File: src/rtl/bar_handshake_arbiter.sv
// -----------------------------------------------------------------------------
// bar_handshake_arbiter
//
// Round-robin arbiter that merges NUM_IN ready/valid producer channels into
// the single registered handshake channel consumed by bar_foo_RTL. A single
// output register stage carries the payload and its source index. It sustains
// one transfer per cycle while the consumer stays ready.
//
// Parameters:
//   NUM_IN      number of producer channels (2..8)
//   DATA_WIDTH  payload width per channel
//   SRC_W       source-index width, derived from NUM_IN
//
// Ports:
//   CLK          clock, rising edge
//   ASYNCRESETN  asynchronous active-low reset
//   in_valid     per-channel valid, bit i = channel i
//   in_ready     per-channel ready (combinational, at most one bit high)
//   in_data      packed payloads, channel i at [i*DATA_WIDTH +: DATA_WIDTH]
//   out_valid    registered output valid (handshake_valid)
//   out_ready    consumer ready (handshake_ready)
//   out_data     registered payload
//   out_src      index of the channel that supplied out_data
//
// Optional feature:
//   BAR_HANDSHAKE_ARBITER_ASSERT_EN  when defined, binds a protocol checker
//   module with concurrent assertions. It has no effect on the logic.
// -----------------------------------------------------------------------------
module bar_handshake_arbiter #(
  parameter  int NUM_IN     = 3,
  parameter  int DATA_WIDTH = 4,
  localparam int SRC_W      = $clog2(NUM_IN)
) (
  input  logic                         CLK,
  input  logic                         ASYNCRESETN,
  input  logic [NUM_IN-1:0]            in_valid,
  output logic [NUM_IN-1:0]            in_ready,
  input  logic [NUM_IN*DATA_WIDTH-1:0] in_data,
  output logic                         out_valid,
  input  logic                         out_ready,
  output logic [DATA_WIDTH-1:0]        out_data,
  output logic [SRC_W-1:0]             out_src
);

  logic [SRC_W-1:0]      rr_ptr_r;
  logic                  out_valid_r;
  logic [DATA_WIDTH-1:0] out_data_r;
  logic [SRC_W-1:0]      out_src_r;

  logic [NUM_IN-1:0]     grant_s;
  logic [SRC_W-1:0]      grant_idx_s;
  logic [DATA_WIDTH-1:0] grant_data_s;
  logic                  load_ok_s;
  logic                  accept_s;

  // Round-robin search: start just after the last granted channel and wrap.
  always_comb begin : grant_search
    logic found_v;
    int   idx_v;
    found_v      = 1'b0;
    idx_v        = 0;
    grant_s      = '0;
    grant_idx_s  = '0;
    grant_data_s = '0;
    for (int k = 1; k <= NUM_IN; k++) begin
      idx_v = (int'(rr_ptr_r) + k) % NUM_IN;
      if (!found_v && in_valid[idx_v]) begin
        found_v         = 1'b1;
        grant_s[idx_v]  = 1'b1;
        grant_idx_s     = SRC_W'(idx_v);
        grant_data_s    = in_data[idx_v*DATA_WIDTH +: DATA_WIDTH];
      end else begin
        found_v = found_v;
      end
    end
  end

  // Output register can take a word when empty or being drained this cycle.
  // in_ready is forced low while reset is held so nothing is offered then.
  always_comb begin
    load_ok_s = !out_valid_r || out_ready;
    if (ASYNCRESETN) begin
      in_ready = grant_s & {NUM_IN{load_ok_s}};
    end else begin
      in_ready = '0;
    end
    accept_s = |(in_valid & in_ready);
  end

  // Output stage and round-robin pointer; pointer only moves on an accept.
  always_ff @(posedge CLK or negedge ASYNCRESETN) begin
    if (!ASYNCRESETN) begin
      out_valid_r <= 1'b0;
      out_data_r  <= '0;
      out_src_r   <= '0;
      rr_ptr_r    <= SRC_W'(NUM_IN - 1);
    end else if (accept_s) begin
      out_valid_r <= 1'b1;
      out_data_r  <= grant_data_s;
      out_src_r   <= grant_idx_s;
      rr_ptr_r    <= grant_idx_s;
    end else if (out_valid_r && out_ready) begin
      out_valid_r <= 1'b0;
    end else begin
      out_valid_r <= out_valid_r;
    end
  end

  assign out_valid = out_valid_r;
  assign out_data  = out_data_r;
  assign out_src   = out_src_r;

`ifdef BAR_HANDSHAKE_ARBITER_ASSERT_EN
  bar_handshake_arbiter_checker #(
    .NUM_IN     (NUM_IN),
    .DATA_WIDTH (DATA_WIDTH),
    .SRC_W      (SRC_W)
  ) u_checker (
    .CLK         (CLK),
    .ASYNCRESETN (ASYNCRESETN),
    .in_valid    (in_valid),
    .in_ready    (in_ready),
    .in_data     (in_data),
    .out_valid   (out_valid),
    .out_ready   (out_ready),
    .out_data    (out_data),
    .out_src     (out_src)
  );
`endif

endmodule

`ifdef BAR_HANDSHAKE_ARBITER_ASSERT_EN
// -----------------------------------------------------------------------------
// bar_handshake_arbiter_checker
//
// Protocol and fairness assertions for bar_handshake_arbiter. Observes only;
// ports mirror the arbiter ports of the same name.
// -----------------------------------------------------------------------------
module bar_handshake_arbiter_checker #(
  parameter int NUM_IN     = 3,
  parameter int DATA_WIDTH = 4,
  parameter int SRC_W      = 2
) (
  input logic                         CLK,
  input logic                         ASYNCRESETN,
  input logic [NUM_IN-1:0]            in_valid,
  input logic [NUM_IN-1:0]            in_ready,
  input logic [NUM_IN*DATA_WIDTH-1:0] in_data,
  input logic                         out_valid,
  input logic                         out_ready,
  input logic [DATA_WIDTH-1:0]        out_data,
  input logic [SRC_W-1:0]             out_src
);

  logic accept_s;
  assign accept_s = |(in_valid & in_ready);

  a_ready_onehot0: assert property (@(posedge CLK) disable iff (!ASYNCRESETN)
    $onehot0(in_ready));

  a_out_stall_stable: assert property (@(posedge CLK) disable iff (!ASYNCRESETN)
    (out_valid && !out_ready) |=> ($stable(out_valid) && $stable(out_data) && $stable(out_src)));

  for (genvar g = 0; g < NUM_IN; g++) begin : g_ch
    logic [7:0] wait_cnt_r;

    // Accepts granted to other channels while this one keeps waiting.
    always_ff @(posedge CLK or negedge ASYNCRESETN) begin
      if (!ASYNCRESETN) begin
        wait_cnt_r <= 8'd0;
      end else if (!in_valid[g] || in_ready[g]) begin
        wait_cnt_r <= 8'd0;
      end else if (accept_s) begin
        wait_cnt_r <= wait_cnt_r + 8'd1;
      end else begin
        wait_cnt_r <= wait_cnt_r;
      end
    end

    a_in_data_stable: assert property (@(posedge CLK) disable iff (!ASYNCRESETN)
      ((in_valid[g] && !in_ready[g]) ##1 in_valid[g]) |->
        $stable(in_data[g*DATA_WIDTH +: DATA_WIDTH]));

    a_no_starve: assert property (@(posedge CLK) disable iff (!ASYNCRESETN)
      wait_cnt_r <= 8'(NUM_IN));
  end

endmodule
`endif
File: config.mk
export PLATFORM = sky130hd
export DESIGN_NAME = bar_handshake_arbiter
export DESIGN_NICKNAME = d
export VERILOG_FILES = /design/src/rtl/bar_handshake_arbiter.sv
export SDC_FILE = /design/constraint.sdc
export NUM_CORES = 1
export LEC_CHECK = 0
export CORE_ASPECT_RATIO = 0.8
export CORE_MARGIN = 4
export CORE_UTILIZATION = 49
export CTS_CLUSTER_DIAMETER = 40
export DETAILED_ROUTE_END_ITERATION = 6
export PLACE_DENSITY = 0.8
export SKIP_LAST_GASP = 1
export SLEW_MARGIN = 20
export SYNTH_ARGS = -nofsm -noshare
export SYNTH_HDL_FRONTEND = slang
export SYNTH_HIERARCHICAL = 1
export SYNTH_SLANG_ARGS = --single-unit
File: constraint.sdc
create_clock -name CLK -period 3.68 [get_ports CLK]
set_clock_uncertainty 0.05 [all_clocks]
set_input_delay 0.552 -clock CLK [delete_from_list [all_inputs] [get_ports CLK]]
set_output_delay 0.552 -clock CLK [all_outputs]
set_load 0.01 [all_outputs]
# Yosys cells after proc, flatten, opt, wreduce, memory -nomap -nowiden

Cells that the tools add are included.

Order comparisons: 6
Shifts and indexed selects: 3
Reduce and logical (&&, ||, !) cells: 12
Div/mod/pow operators: 3
Add/sub/neg operators: 3
Bitwise logic cells: 4
Mux-type cells: 29

Operator list:

| operator              | count |
|---|---|
| $ge 32x1->1 const B   | 3 |
| $lt 32x4->1 const B   | 3 |
| $mod 32x3->32 const B | 3 |
| $shiftx 12x32->4      | 3 |
| $mux 1                | 13 |
| $mux 3                | 4 |
| $mux 4                | 3 |
| $add 2x2->3 const B   | 2 |
| $and 3x3->3           | 2 |
| $bmux 1 s2            | 3 |
| $demux 1 s2           | 3 |
| $logic_and 1x1->1     | 6 |
| $mux 2                | 3 |
| $or 3x3->3            | 2 |
| $add 2x1->3 const B   | 1 |
| $logic_not 1->1       | 3 |
| $reduce_or 3->1       | 1 |
| $reduce_bool 2->1     | 1 |
| $logic_or 1x1->1      | 1 |

Output and inout port bits: 10
Register bits: 9
Input port bits: 18
Word-level logic and storage cells: 64

# Depth between registers and ports, before layout

Gate-level depths: netlist (run 1).

Depth in word-level cells: 17
Depth in mapped cells: 11

# Worst setup path after synthesis (run 1)

No wires, ideal clock.

Path type: register to register
Start point: register rr_ptr_r[1]
End point: register out_data_r[0], in the netlist out_data[0]
Cell stages (with the launch flop): 9
Data arrival time: 2.569 ns
Library setup time: 0.125 ns
Setup slack: 0.936 ns
Data required time: 3.505 ns
Period minus slack after synthesis: 2.744 ns
Cells stage by stage: dfstp_2 inv_1 ha_1 mux2i_1 nor2_1 a222oi_1 a21oi_1 a221oi_4 mux2_2

Longest elaborated chain between the ends: 16
Elaborated cells between the ends (all ways): 51
Classes of those cells: add/sub: 3; div: 3; order compare: 6; shift: 3; mux: 24; bitwise: 4; reduce/logical: 8

RTL lines:

| what                                                   | RTL line | text |
|---|---|---|
| start: declaration                                     | 45       | `logic [SRC_W-1:0] rr_ptr_r;` |
| start signal: assignment                               | 96       | `rr_ptr_r <= SRC_W'(NUM_IN - 1);` |
| start signal: assignment                               | 101      | `rr_ptr_r <= grant_idx_s;` |
| branches (longest 11 deep; another with $mod 32x3->32) | n/a      |  |
| $mux 3 *                                               | 67       | `if (!found_v && in_valid[idx_v]) begin` |
| $and 3x3->3 *                                          | 83       | `in_ready = grant_s & {NUM_IN{load_ok_s}};` |
| $mux 3 *                                               | 82       | `if (ASYNCRESETN) begin` |
| via in_ready[0]                                        | 37       | `output logic [NUM_IN-1:0] in_ready,` |
| $and 3x3->3 *                                          | 87       | `accept_s = \|(in_valid & in_ready);` |
| $reduce_or 3->1 *                                      | 87       |  |
| end signal: assignment                                 | 99       | `out_data_r <= grant_data_s;` |
| end: declaration                                       | 47       | `logic [DATA_WIDTH-1:0] out_data_r;` |

Mark *: on every way through the listed nets, which the timed path passes. The select of a mux whose other input is x is not followed.
A chain may end at the register's enable or synchronous reset.

# Worst setup path in the final report (run 1)

Start point: register rr_ptr_r[1]
End point: output in_ready[0]

Longest elaborated chain between the ends: 14
Elaborated cells between the ends (all ways): 43
Classes of those cells: add/sub: 3; div: 3; order compare: 6; mux: 21; bitwise: 3; reduce/logical: 7

RTL lines:

| what                                                   | RTL line |
|---|---|
| branches (longest 11 deep; another with $mod 32x3->32) | n/a |
| $mux 3 *                                               | 67 |
| $and 3x3->3 *                                          | 83 |
| $mux 3 *                                               | 82 |
| end: declaration                                       | 37 |

Mark *: on every way between the ends. The select of a mux whose other input is x is not followed.

==> results of run 1 <==
power groups by stage:
stage,logic (mW),clock network (mW),registers (mW)
after floorplan,0.686,0,0.165
after global placement,0.910,0,0.155
after detailed placement,0.924,0,0.158
after CTS,0.930,0.0779,0.156
after global routing,1.03,0.0821,0.161
final,0.949,0.0756,0.156
cell type report:
type                       count  area (µm²)
multi-input combinational    108       825.8
fill                         179       750.7
timing repair buffer          31       300.3
sequential                     8       201.4
tap                           25       31.28
clock buffer                   4       26.28
inverter                       6       22.52
routing by layer:
metal  vias up  wire (µm)  GRT usage (%)
li1        527          -              -
met1       520       1200          27.07
met2        58       1241          26.94
met3         9        260          4.627
met4         0         63          6.498
met5         -          0              0
state kept, by name, summed over array words and instances, names as in the netlist:
| name | flops |
|---|---|
| out_src | 1 |
| out_valid | 1 |
| out_data | 4 |
| rr_ptr_r | 2 |
timing repair:
item                       4_1_cts  5_1_grt
setup endpoints to repair        0        3
hold endpoints to repair         0        0
resized for setup                0        2
worst paths after layout:
check | slack (ns) | startpoint | endpoint | cells past startpoint
setup / recovery | 0.15 | rr_ptr_r[1]$_DFFE_PN1P_ | in_ready[0] | 7
hold / removal | 0.45 | out_data[3]$_DFFE_PN0P_ | out_data[3]$_DFFE_PN0P_ | 1
setup reg to reg | 0.56 | rr_ptr_r[1]$_DFFE_PN1P_ | out_data[0]$_DFFE_PN0P_ | 8
hold reg to reg | 0.45 | out_data[3]$_DFFE_PN0P_ | out_data[3]$_DFFE_PN0P_ | 1
max in group asynchronous | 2.83 | ASYNCRESETN | rr_ptr_r[1]$_DFFE_PN1P_ | 2
min in group asynchronous | 0.54 | ASYNCRESETN | out_data[2]$_DFFE_PN0P_ | 2
cell families after synthesis:
family,after synthesis
flops,8
xor+xnor,1
mux,22
simple gates,39
fa+ha+maj,9
compound gates,37
buf+inv,15
worst register-to-register path, cell delays in order (launching register included):
cell      delay (ns)
dfstp_2         0.58
inv_1           0.11
ha_2            0.50
mux2i_1         0.22
nor2_1          0.08
a222oi_1        0.36
a21oi_1         0.20
a221oi_4        0.53
mux2_2          0.39
per-stage QoR:
step	utilization, %	instances
6_report	65.22	182
5_1_grt	65.22	182
4_1_cts	64.81	182
3_5_place_dp	63.59	178
3_3_place_gp	63.59	178
2_1_floorplan	-	131
cells in the final DEF (no fill, tap or decap), types with 2 or more instances in the layout:
cell type / instances
o21ai_1: 2
nand2b_1: 2
clkdlybuf4s50_1: 27
clkbuf_4: 3
mux2_2: 9
a221o_1: 4
dfrtp_1: 7
nor3b_1: 2
a21o_2: 2
buf_4: 4
mux2i_1: 13
a22oi_1: 3
a21oi_1: 5
nor2b_1: 7
nand2_1: 16
ha_1: 8
nand3_1: 2
inv_1: 6
nor2_1: 4
o21ai_0: 13
==> reports/results.tsv, run 1 <==
stage	metric	value	unit
critical_path	cp_cell_sequence	inv_1 > ha_2 > nor2_1 > a22oi_2 > o21ai_1 > a21oi_1 > clkdlybuf4s50_1	
final_layout	antenna_cells	0	
placement	dpl_cell_area	1373	µm²
synthesis	synth_compound_area_share	24.38	%
route	via_count	1114	
critical_path	cp_data_required_time	3.08	ns
sta	worstMarginPinSlew	0.6325	ns
synthesis	ys_seq_area_share	18.17	%
synthesis	synth_nets	158	
final_layout	fin_nets	185	
final_layout	syn2layout_area_growth	26.98	%
grt	grt_max_degree	13	
pwr	p_sw	0.5554	mW
route	drt-initial-drc-count	69	
clocking	cts_buffers	3	
placement	pre_cts_slack	0.2926	ns
pwr	p_leak	0.5777	nW
clocking	clk_root_buffer_cell	clkbuf_4	
critical_path	arrival	2.93	ns
critical_path	path_buf_inv	2	
floorplanning	fp.coreArea	2158	µm²
synthesis	synthMuxAreaShare	20.88	%
grt	overflow	0	
sta	setup-tns-final	0	ns
critical_path	start_kind	flip-flop	
grt	grt_pass1_vias	998	
synthesis	synth-simple-area-share	17.49	%
synthesis	avgSynthCellArea	8.462	µm²
placement	io_buffers	27	
critical_path	endpoint_kind	output pin	
pwr	power.total	1.181	mW
synthesis	synth.area.top_cells	dfrtp_1, mux2i_1, ha_1	
clocking	cts_buffer_depth	2	
floorplanning	ios	28	
critical_path	crit_path_max_incr_delay	0.61	ns
pwr	power_density	838.9	nW/µm²
floorplanning	initial_utilization	51.36	%
critical_path	cp_top_family	buffers and inverters	
sta	rsz0062_at_grt	yes	
synthesis	synth_edf_count	0	
floorplanning	rows	15	
final_layout	layout-drive-gt1-share	15.29	%
synthesis	synth_cell_types	37	
synthesis	yosys_warnings	6	
floorplanning	die_w	61.18	µm
hold_path	hold_path.class	reg -> reg	
floorplanning	fp.dieH	50.54	µm
pwr	intPower	0.6254	mW
clocking	tritoncts	built	
synthesis	yosys.area_share.xor_xnor	0.7901	%
grt	grt_use_total	18.83	%
status	status	finished, final reports clean	
synthesis	synth_top_area_share	15.80	%
synthesis	synthTopCellsByCount	nand2_1, mux2i_1, o21ai_0, ha_1, mux2_2	
route	wirelength	2765	µm
route	drcViolationCount	0	
sta	hold_viol_final	0	
placement	place.gp.congestion	0.8941	
route	ant_nets	0	
clocking	cts_num_sinks	8	
pwr	p_comb_share	80.4	%
floorplanning	dieArea	3092	µm²
sta	period_needed	3.535	ns
clocking	holdBufCountCts	0	
placement	detailed_place_hpwl	2145	µm
grt	grt_pass1_wl	4443	µm
synthesis	synthArstFlopShare	100.0	%
pwr	seqPwrFrac	13.2	%
critical_path	crit_path_top_delay_cell	clkdlybuf4s50_1	
route	wl_per_cell	15.19	µm
clocking	insertion_delay	0.26	ns
synthesis	yosysTopAreaCell	dfrtp_1	
pwr	switching_share	47.04	%
pwr	clkPwrFrac	6.4	%
critical_path	path_class	reg -> out	
final_layout	final_cell_area	1408	µm²
sta	fmax	282.9	MHz
sta	setup_ws	0.1452	ns
synthesis	synth_fa_ha_area_share	10.16	%
sta	setup_viol	0	
route	drt-pass1-iter-count	4	
synthesis	synth_ff_type	dfrtp_1	
sta	final_min_period_over_clock_period	96.05	%
sta	holdWs	0.4524	ns
grt	grt_antenna_before_repair	0	
route	drt-vias-per-instance	6.121	
synthesis	synth_seq_cells	8	
critical_path	crit_fanout	11	
synthesis	syn_inst	131	
sta	slew-limit-headroom	57.74	%
synthesis	synth_area	1109	µm²
sta	drv_slew	0	
synthesis	synth_top_family_by_area	compound AO/OA/AOI/OAI gates	
synthesis	synth.most_common_cell	nand2_1	
clocking	cts_setup_buffers	0	
clocking	clk_pin_slew	0.06	ns
pwr	ir_drop	480.3	µV
clocking	htree_levels	1	
flow_run	max-cap-violations	0	
Note: power is estimated with default switching activity, not from simulation.
==> inputs of run 2 (changes only) <==
--- a/config.mk
+++ b/config.mk
@@ -10,6 +10,7 @@
 export CORE_UTILIZATION = 49
 export CTS_CLUSTER_DIAMETER = 40
 export DETAILED_ROUTE_END_ITERATION = 6
+export HOLD_SLACK_MARGIN = 0.06
 export PLACE_DENSITY = 0.8
 export SKIP_LAST_GASP = 1
 export SLEW_MARGIN = 20
==> results of run 2 <==
No change in the layout: final DEF, timing and power equal those of run 1.
==> inputs of run 3 (changes only) <==
--- a/config.mk
+++ b/config.mk
@@ -5,6 +5,7 @@
 export SDC_FILE = /design/constraint.sdc
 export NUM_CORES = 1
 export LEC_CHECK = 0
+export ABC_CLOCK_PERIOD_IN_PS = 3680
 export CORE_ASPECT_RATIO = 0.8
 export CORE_MARGIN = 4
 export CORE_UTILIZATION = 49
==> results of run 3 <==
No change in the layout: final DEF, timing and power equal those of run 1.
